File: src/rtl/pipeline_hazard_controller_pkg.sv
// Shared definitions for the pipeline hazard controller.
//   - hazard_state_t : sequencing FSM states
//   - FWD_*          : operand forwarding-mux select codes
//   - COND_BA/BN     : Bicc condition codes that never read icc
//   - reg_match()    : register compare that never matches r0
package pipeline_hazard_controller_pkg;

    typedef enum logic [1:0] {
        RUN      = 2'b00,
        LD_STALL = 2'b01,
        CC_STALL = 2'b10,
        ANNUL    = 2'b11
    } hazard_state_t;

    localparam logic [1:0] FWD_RF  = 2'b00;
    localparam logic [1:0] FWD_WB  = 2'b01;
    localparam logic [1:0] FWD_MEM = 2'b10;
    localparam logic [1:0] FWD_EX  = 2'b11;

    localparam logic [3:0] COND_BA = 4'b1000;
    localparam logic [3:0] COND_BN = 4'b0000;

    // r0 is hardwired to zero, so it is never a producer or a consumer.
    function automatic logic reg_match(input logic [4:0] a, input logic [4:0] b);
        return (a != 5'd0) && (a == b);
    endfunction

endpackage

File: src/rtl/operand_forward_select.sv
// Forwarding-mux select for one ID operand.
// Ports:
//   src, use_src        : register field of the operand and its use bit
//   id_live             : instruction in ID is valid and not in reset
//   ex_rd/ex_rf_en/ex_load, mem_rd/mem_rf_en, wb_rd/wb_rf_en : producers
//   sel                 : 00 reg file, 01 WB, 10 MEM, 11 EX (ALU)
module operand_forward_select
    import pipeline_hazard_controller_pkg::*;
(
    input  logic [4:0] src,
    input  logic       use_src,
    input  logic       id_live,
    input  logic [4:0] ex_rd,
    input  logic       ex_rf_en,
    input  logic       ex_load,
    input  logic [4:0] mem_rd,
    input  logic       mem_rf_en,
    input  logic [4:0] wb_rd,
    input  logic       wb_rf_en,
    output logic [1:0] sel
);

    // NOTE: every signal written in always_comb gets a default first, so no
    // path can leave it unassigned and infer a latch.
    always_comb begin
        sel = FWD_RF;
        if (use_src && id_live) begin
            // A load's data is not ready in EX; that case is a stall, not a forward.
            if (ex_rf_en && !ex_load && reg_match(src, ex_rd))
                sel = FWD_EX;
            else if (mem_rf_en && reg_match(src, mem_rd))
                sel = FWD_MEM;
            else if (wb_rf_en && reg_match(src, wb_rd))
                sel = FWD_WB;
        end
    end

endmodule

File: src/rtl/pipeline_hazard_controller.sv
// Sequencing controller for the five-stage SPARC pipeline.
// Watches ID/EX/MEM/WB register and icc usage and drives:
//   forwardMX1/2/3          : operand mux selects for rs1, rs2, rd (store data)
//   LE_PC, LE_IF_ID         : PC/nPC and IF/ID load enables (low = stall)
//   bubble_ID_EX            : force ID/EX control to NOP at next edge
//   annul_IF_ID             : clear IF/ID at next edge (annulled delay slot)
//   ID_valid                : instruction in ID is live
//   stall_cnt, annul_cnt    : saturating debug event counters
// clk pipeline clock, clr asynchronous active-high reset.
module pipeline_hazard_controller
    import pipeline_hazard_controller_pkg::*;
#(
    parameter int CNT_W = 16
) (
    input  logic             clk,
    input  logic             clr,
    input  logic [4:0]       ID_rs1,
    input  logic [4:0]       ID_rs2,
    input  logic [4:0]       ID_rd,
    input  logic             ID_use_rs1,
    input  logic             ID_use_rs2,
    input  logic             ID_use_rd,
    input  logic             ID_branch,
    input  logic [3:0]       ID_cond,
    input  logic             ID_annul,
    input  logic             branch_taken,
    input  logic [4:0]       EX_RD,
    input  logic [4:0]       MEM_RD,
    input  logic [4:0]       WB_RD,
    input  logic             EX_rf_en,
    input  logic             MEM_rf_en,
    input  logic             WB_rf_en,
    input  logic             EX_load,
    input  logic             EX_cc_en,
    output logic [1:0]       forwardMX1,
    output logic [1:0]       forwardMX2,
    output logic [1:0]       forwardMX3,
    output logic             LE_PC,
    output logic             LE_IF_ID,
    output logic             bubble_ID_EX,
    output logic             annul_IF_ID,
    output logic             ID_valid,
    output logic [CNT_W-1:0] stall_cnt,
    output logic [CNT_W-1:0] annul_cnt
);

    hazard_state_t state;
    hazard_state_t next_state;

    logic id_live;
    logic ld_hazard;
    logic cc_hazard;
    logic annul_hit;
    logic stall;

    // While the annulled slot sits in ID it must not cause any hazard,
    // forward or annul. Decisions are also gated while clr is held so every
    // output shows its reset value immediately, even with hazard inputs present.
    assign ID_valid = (state != ANNUL);
    assign id_live  = ID_valid && !clr;

    assign ld_hazard = id_live && EX_load && EX_rf_en &&
                       ((ID_use_rs1 && reg_match(ID_rs1, EX_RD)) ||
                        (ID_use_rs2 && reg_match(ID_rs2, EX_RD)) ||
                        (ID_use_rd  && reg_match(ID_rd,  EX_RD)));

    // BA and BN ignore icc, so an icc writer in EX does not delay them.
    assign cc_hazard = id_live && ID_branch && EX_cc_en &&
                       (ID_cond != COND_BA) && (ID_cond != COND_BN);

    assign stall = ld_hazard || cc_hazard;

    // A stalled branch makes no annul decision until it is released.
    // BA,a annuls its slot even though it is taken.
    assign annul_hit = id_live && ID_branch && ID_annul && !stall &&
                       (!branch_taken || (ID_cond == COND_BA));

    always_comb begin
        next_state = RUN;
        if (ld_hazard)
            next_state = LD_STALL;
        else if (cc_hazard)
            next_state = CC_STALL;
        else if (annul_hit)
            next_state = ANNUL;
    end

    assign LE_PC        = !stall;
    assign LE_IF_ID     = !stall;
    // The annulled slot is turned into a NOP on its way into EX.
    assign bubble_ID_EX = stall || (state == ANNUL);
    assign annul_IF_ID  = annul_hit;

    // NOTE: sequential state uses non-blocking assignments so every register
    // samples the pre-edge values, independent of statement order.
    always_ff @(posedge clk or posedge clr) begin
        if (clr) begin
            state     <= RUN;
            stall_cnt <= '0;
            annul_cnt <= '0;
        end else begin
            state <= next_state;
            if (stall && (stall_cnt != '1))
                stall_cnt <= stall_cnt + 1'b1;
            if (annul_hit && (annul_cnt != '1))
                annul_cnt <= annul_cnt + 1'b1;
        end
    end

    operand_forward_select u_fwd_rs1 (
        .src      (ID_rs1),
        .use_src  (ID_use_rs1),
        .id_live  (id_live),
        .ex_rd    (EX_RD),
        .ex_rf_en (EX_rf_en),
        .ex_load  (EX_load),
        .mem_rd   (MEM_RD),
        .mem_rf_en(MEM_rf_en),
        .wb_rd    (WB_RD),
        .wb_rf_en (WB_rf_en),
        .sel      (forwardMX1)
    );

    operand_forward_select u_fwd_rs2 (
        .src      (ID_rs2),
        .use_src  (ID_use_rs2),
        .id_live  (id_live),
        .ex_rd    (EX_RD),
        .ex_rf_en (EX_rf_en),
        .ex_load  (EX_load),
        .mem_rd   (MEM_RD),
        .mem_rf_en(MEM_rf_en),
        .wb_rd    (WB_RD),
        .wb_rf_en (WB_rf_en),
        .sel      (forwardMX2)
    );

    operand_forward_select u_fwd_rd (
        .src      (ID_rd),
        .use_src  (ID_use_rd),
        .id_live  (id_live),
        .ex_rd    (EX_RD),
        .ex_rf_en (EX_rf_en),
        .ex_load  (EX_load),
        .mem_rd   (MEM_RD),
        .mem_rf_en(MEM_rf_en),
        .wb_rd    (WB_RD),
        .wb_rf_en (WB_rf_en),
        .sel      (forwardMX3)
    );

endmodule

File: config.mk
export PLATFORM = sky130hd
export DESIGN_NAME = pipeline_hazard_controller
export DESIGN_NICKNAME = d
export VERILOG_FILES = /design/src/rtl/pipeline_hazard_controller_pkg.sv /design/src/rtl/operand_forward_select.sv /design/src/rtl/pipeline_hazard_controller.sv
export SDC_FILE = /design/constraint.sdc
export NUM_CORES = 1
export LEC_CHECK = 0
export ABC_AREA = 0
export CAP_MARGIN = 20
export CORE_UTILIZATION = 44
export CTS_CLUSTER_SIZE = 8
export DETAILED_ROUTE_END_ITERATION = 12
export PLACE_DENSITY_LB_ADDON = 0.12
export SYNTH_ARGS = -nofsm -noshare
export SYNTH_HDL_FRONTEND = slang
export SYNTH_SLANG_ARGS = --single-unit
export TNS_END_PERCENT = 10
File: constraint.sdc
create_clock -name clk -period 3.8 [get_ports clk]
set_input_delay 0.95 -clock clk [delete_from_list [all_inputs] [get_ports clk]]
set_output_delay 0.95 -clock clk [all_outputs]
set_load 0.02 [all_outputs]
==> run metrics, run 1 <==
CTS Hold Bufs 0; Post-Place Setup Slack -0.748 ns; Initial Utilization around 46%; # DRC 0; CP startpoint kind input pin; DP HPWL between 4000 and 5000 um; first-pass iteration count of the detailed router 4; clock transition at the registers of the reported paths around 0.070 ns; ys flop type dfrtp_1; Max-slew headroom between 70 and 80%; VDD IR-drop max 437 uV; fin worst setup slack 0.0637 ns; setup_tns 0 ns; R2R Path Start annul_cnt[0]; Tcrit/Tclk final a little over nine tenths; synth warn 0; gpl congestion between 0.8 and 0.9; syn_nets slightly below 300; routing usage on met2 35.6%; slowest cell on the critical path or4_1; RSZ-0062 raised after global routing no; Hold Vio Cnt, Final 0; IO Port Bufs ~90; n_diodes 0; placed cell areas roughly 3500 sq um; met3 Use GR about 5.2%; reg2reg end annul_cnt[1]; Max Freq about 0.27 GHz; number of global-route vias before repair approximately 2100; max-cap violations 0; synthesized area 2340 sq um; Max H-tree Level 2; mean post-synth cell area 9.44 sq um; met1 Use GR a little under a third; Hold WC Path Type reg2reg; row count 26; CP Capture Point forwardMX2[0]; initial antenna violation count 0; actual slew at the worst max-slew pin between 0.4 and 0.5 ns; Finished Cell Area 3670 sq um; DIE HEIGHT roughly 75 um; Final Max Slew Viols 0; Setup violations, final 0; GRT overflow 0; routed vias/inst between 5 and 6; FF-to-FF setup slack between 1.5 and 2 ns; Unique masters post-synth 36; status finished clean; DRT Wirelength ~6400 um; Seq/Total Area, Yosys a little over a third; crit-path cells clkdlybuf4s50_1, buf_4, xor2_1, or4_1, nand2_1, a21oi_1, clkdlybuf4s15_1; crit-path max cell delay approximately 0.55 ns; cells after synthesis roughly 250; CORE AREA just over 5000 sq um; Max Fanout on Critical Path 3; Setup crit end kind primary output; Leak about 1.6 nW; Final min period around 3.7 ns; Antenna Nets Post-Route 0; drt wl/cell between 10 and 15 um; critical path launch point ID_rs2[1]; Post-synth EDFFs 0; crit path DAT roughly 2.8 ns; first-pass GRT wire length between 9000 and 10000 um; GRT Total Usage a little under a quarter; clk root buf clkbuf_8; clock latency on the worst-skew pair a little under 0.3 ns; crit path kind in2out; Num CTS Buffers 5; nets ~420; Pwr Density 297 nW/um^2; CP required 2.85 ns; via count ~2300; die area 5620 sq um; register bit total from synthesis 34; synthesis-to-layout area growth 57.0%; grt peak-use layer met2; Clock Skews 0.00446 ns; DRT iter0 DRCs 77; largest net degree at the start of global routing 35; Async SR Flop Fraction 100%; chip width between 70 and 80 um; IO Count 90; Clock Sinks 34; hold path depth 1; share of layout cells above drive strength 1 19.0%; depth of the most critical reg-to-reg path 6; Max Root-Sink Buffers 2; CTS tree done
metrics by stage:
stage / power (mW) / utilization [%] / hold slack (ns) / std cells
floorplan: 0.621 / - / 0.594 / 248
finish: 1.09 / 72.0 / 0.496 / 438
CTS: 1.10 / 70.4 / 0.499 / 437
global route: 1.15 / 72.0 / 0.508 / 438
detailed placement: 0.813 / 68.1 / 0.486 / 427
global placement: 0.809 / 68.1 / 0.481 / 427
cell families after synthesis:
family                     Yosys count  share of synthesized area (%)
buffers and inverters               14                           3.10
muxes                                2                          0.962
adders and majority gates            2                           1.07
and+or+nand+nor                    105                           25.9
AOI/OAI and AO/OA                   16                           4.54
DFF                                 34                           36.3
xor gates and xnor gates            75                           28.1
synthesized netlist by cell type (3+ instances only):
| master | instances | area share [%] |
|---|---|---|
| nand4_1 | 18 | 4.8 |
| nand2_2 | 3 | 0.80 |
| nor4_1 | 6 | 1.6 |
| nand3_2 | 5 | 2.1 |
| and4_1 | 4 | 1.5 |
| or4_1 | 4 | 1.3 |
| xor2_1 | 19 | 7.1 |
| clkbuf_1 | 3 | 0.48 |
| dfrtp_1 | 34 | 36 |
| xnor2_1 | 56 | 21 |
| nand3_1 | 12 | 2.6 |
| and3_1 | 13 | 3.5 |
| inv_1 | 7 | 1.1 |
| a21oi_1 | 7 | 1.5 |
| nor2_1 | 12 | 1.9 |
| nand2_1 | 19 | 3.0 |
power breakdown:
part	switching, mW	leakage, nW	internal, mW
Sequential	0.0510	0.463	0.401
Combinational	0.166	1.10	0.194
Clock	0.133	0.0472	0.146
Total	0.351	1.61	0.741
area by class of cell:
type | count | area, sq um
multi-input combinational | 200 | 1480
clock buffer | 6 | 82.6
fill | 413 | 1430
inverter | 7 | 26.3
tap | 70 | 87.6
clock inverter | 2 | 12.5
timing repair buffer | 119 | 1130
sequential | 34 | 851
registers in the layout (all words and copies together) (netlist names):
name / flops
annul_cnt: 16
stall_cnt: 16
state: 2
how the worst min path moves through the flow:
stage / slack (ns) / startpoint / end
floorplan: 0.59 / annul_cnt[8] / annul_cnt[8]
finish: 0.50 / annul_cnt[8] / annul_cnt[8]
global route: 0.51 / annul_cnt[8] / annul_cnt[8]
detailed placement: 0.49 / annul_cnt[8] / annul_cnt[8]
global placement: 0.48 / annul_cnt[8] / annul_cnt[8]
CTS: 0.50 / annul_cnt[8] / annul_cnt[8]
layer usage:
metal	vias to the layer above	wire, um	part of all wire (%)
li1	1102	-	-
met1	1075	2920	46
met2	78	2830	44
met3	8	495	7.8
met4	0	112	1.8
met5	-	0	0
critical path: cells and delay by family:
kind / cells / cell delay, ns
AO/OA/AOI/OAI: 1 / 0.07
buffers and inverters: 3 / 0.99
AND/OR/NAND/NOR: 2 / 0.65
XOR/XNOR: 1 / 0.13
layout by cell type (no fill, tap or decap), types with 2 or more instances in the layout:
cell             count
clkdlybuf4s50_1     66
xnor2_1             55
dfrtp_1             34
buf_4               32
nand2_1             19
xor2_1              19
nand4_1             18
dlymetal6s2s_1      13
and3_1              12
nand3_1             12
nor2_1               9
inv_1                7
a21oi_1              7
clkbuf_8             6
nand3_2              5
and4_1               4
nor4_1               4
or4_4                3
nand2_2              3
clkdlybuf4s15_2      3
o21ai_0              2
nor4_2               2
nor2b_1              2
nor2_2               2
a31oi_1              2
or4_1                2
ha_1                 2
buf_2                2
repair_timing:
action,in CTS,in global routing
gates resized for setup,37,24
buffers inserted,2,1
endpoints found under the setup margin,10,10
pin swaps,4,9
No activity file was read; power rests on OpenSTA's default activity.
==> run 2: changes to the inputs <==
- CORE_UTILIZATION: 44 -> 48
- clock period: 3.8 -> 4.6 ns (I/O delays scaled with it)
==> run 2 against run 1 <==
  * Worst setup slack lost 0.012 ns
  * Clock skew shrank 0.0015 ns
  * Sequential power shrank 18%
  * Global-route usage grew 1.0 points
  * Register-to-register slack gained 0.84 ns
  * Utilization grew 2.9 points
  * Non-clock buffer count shrank 12
  * Critical path type unchanged
  * Critical endpoint is now bubble_ID_EX
  * Highest routed layer unchanged
==> run metrics, run 2 (same netlist as run 1, synthesis figures left out) <==
Max H-tree Level 2; clock transition at the registers of the reported paths 0.07 ns; share of layout cells above drive strength 1 about 11%; Hold Vio Cnt, Final 0; Final Max Slew Viols 0; DP HPWL 4870 um; hold path depth 1; Max Root-Sink Buffers 2; Hold Path Sink annul_cnt[11]; CP required between 3 and 4 ns; met3 routed WL between 300 and 400 um; GRT overflow 0; via count 2190; Pwr Density about 270 nW/um^2; status finished clean; max-cap violations 0; die area between 5000 and 6000 sq um; Max Freq roughly 0.22 GHz; met1 WL ~3000 um; Antenna Nets Post-Route 0; initial antenna violation count 0; # DRC 0; CORE AREA between 4000 and 5000 sq um; RSZ-0062 raised after global routing no; biggest regs annul_cnt: 16 flops, stall_cnt: 16 flops, state: 2 flops; CTS Hold Bufs 0; DR WL met2 approximately 2700 um; clk root buf clkbuf_8; Setup violations, final 0; GRT Total Usage about a quarter; row count 25; CTS tree done; Max Fanout on Critical Path 3; Hold WC Path Type reg2reg; clock latency on the worst-skew pair roughly 0.28 ns; Tcrit/Tclk final 98.9%; actual slew at the worst max-slew pin ~0.57 ns; Clock Sinks 34; VDD IR-drop max about 320 uV; FF-to-FF setup slack roughly 2.5 ns; IO Port Bufs just under 90; Initial Utilization approximately half; overall power approximately 0.94 mW; DIE HEIGHT between 70 and 80 um; drt wl/cell 14.9 um; n_diodes 0; DRT Wirelength 6090 um; routed vias/inst approximately 5.4; IO Count 90; synthesis-to-layout area growth 50.0%; Layout Utilization between 70% and 80%; Clock Skews between 0.002 and 0.003 ns; largest net degree at the start of global routing 21; nets roughly 400; chip width roughly 72 um; gpl congestion 0.921; number of global-route vias before repair around 2000; Worst Hold Launch annul_cnt[11]; R2R Path Start state[0]; top layer in use met4; setup_tns 0 ns; CP startpoint kind input pin; DRT iter0 DRCs around 140; most common cell after layout, fill and taps aside clkdlybuf4s50_1; first-pass GRT wire length 9700 um; commonest non-fill, non-tap cells in the layout clkdlybuf4s50_1, xnor2_1, dfrtp_1; Num CTS Buffers 5; depth of the most critical reg-to-reg path 5; fin worst setup slack 0.0521 ns; reg2reg end annul_cnt[1]; Setup crit end kind primary output; first-pass iteration count of the detailed router 4; crit path kind in2out; Final min period 4.55 ns; Max-slew headroom around three fifths; Post-Place Setup Slack -0.249 ns; Leak between 1 and 1.5 nW; crit path DAT around 3.4 ns
[run 2: routing by layer]
| layer | GRT usage [%] | vias to the layer above |
|---|---|---|
| li1 | - | 1078 |
| met3 | 4.78 | 11 |
| met5 | 0 | - |
| met2 | 36.4 | 80 |
| met4 | 7.19 | 0 |
| met1 | 35.0 | 1021 |
[run 2: metrics by stage]
stage	cell area, sq um	std cells	hold slack (ns)
5_1_grt	3510	409	0.510
3_5_place_dp	3390	402	0.484
6_report	3510	409	0.490
2_1_floorplan	2340	248	0.594
4_1_cts	3500	409	0.493
3_3_place_gp	3390	402	0.477
[run 2: critical path, cell delays in order]
cell	delay [ns]
clkdlybuf4s50_1	0.42
or4_4	0.55
o211a_1	0.25
and3_1	0.20
o31a_1	0.27
nor2_1	0.18
nand2_1	0.07
dlygate4sd2_1	0.31
[run 2: worst max path at each step]
stage	from	to	slack, ns	cells after the start
floorplan	ID_rd[0]	bubble_ID_EX	0.50	6
global placement	ID_rd[0]	annul_IF_ID	-0.19	7
detailed placement	ID_rd[0]	annul_IF_ID	-0.25	7
CTS	ID_rd[0]	forwardMX3[0]	0.01	8
global route	ID_rd[0]	annul_IF_ID	0.009	7
finish	ID_rd[0]	bubble_ID_EX	0.05	8
[run 2: final cells by class]
type                       count  area, sq um
clock buffer                   6         82.6
tap                           54         67.6
fill                         350         1180
sequential                    34          851
inverter                       7         26.3
clock inverter                 1         30.0
multi-input combinational    200         1430
timing repair buffer         107         1030
[run 2: what timing repair did]
item / 4_1_cts / 5_1_grt
buffers inserted: 0 / 0
endpoints found under the setup margin: 4 / 5
cloned: 0 / 0
endpoints found under the hold margin: 0 / 0
gates resized for setup: 5 / 4
[run 2: report_power, final]
part,total (mW),switching [mW],internal [mW]
registers,0.371,0.0397,0.331
logic,0.289,0.133,0.156
clock network,0.277,0.104,0.173
total,0.938,0.277,0.660
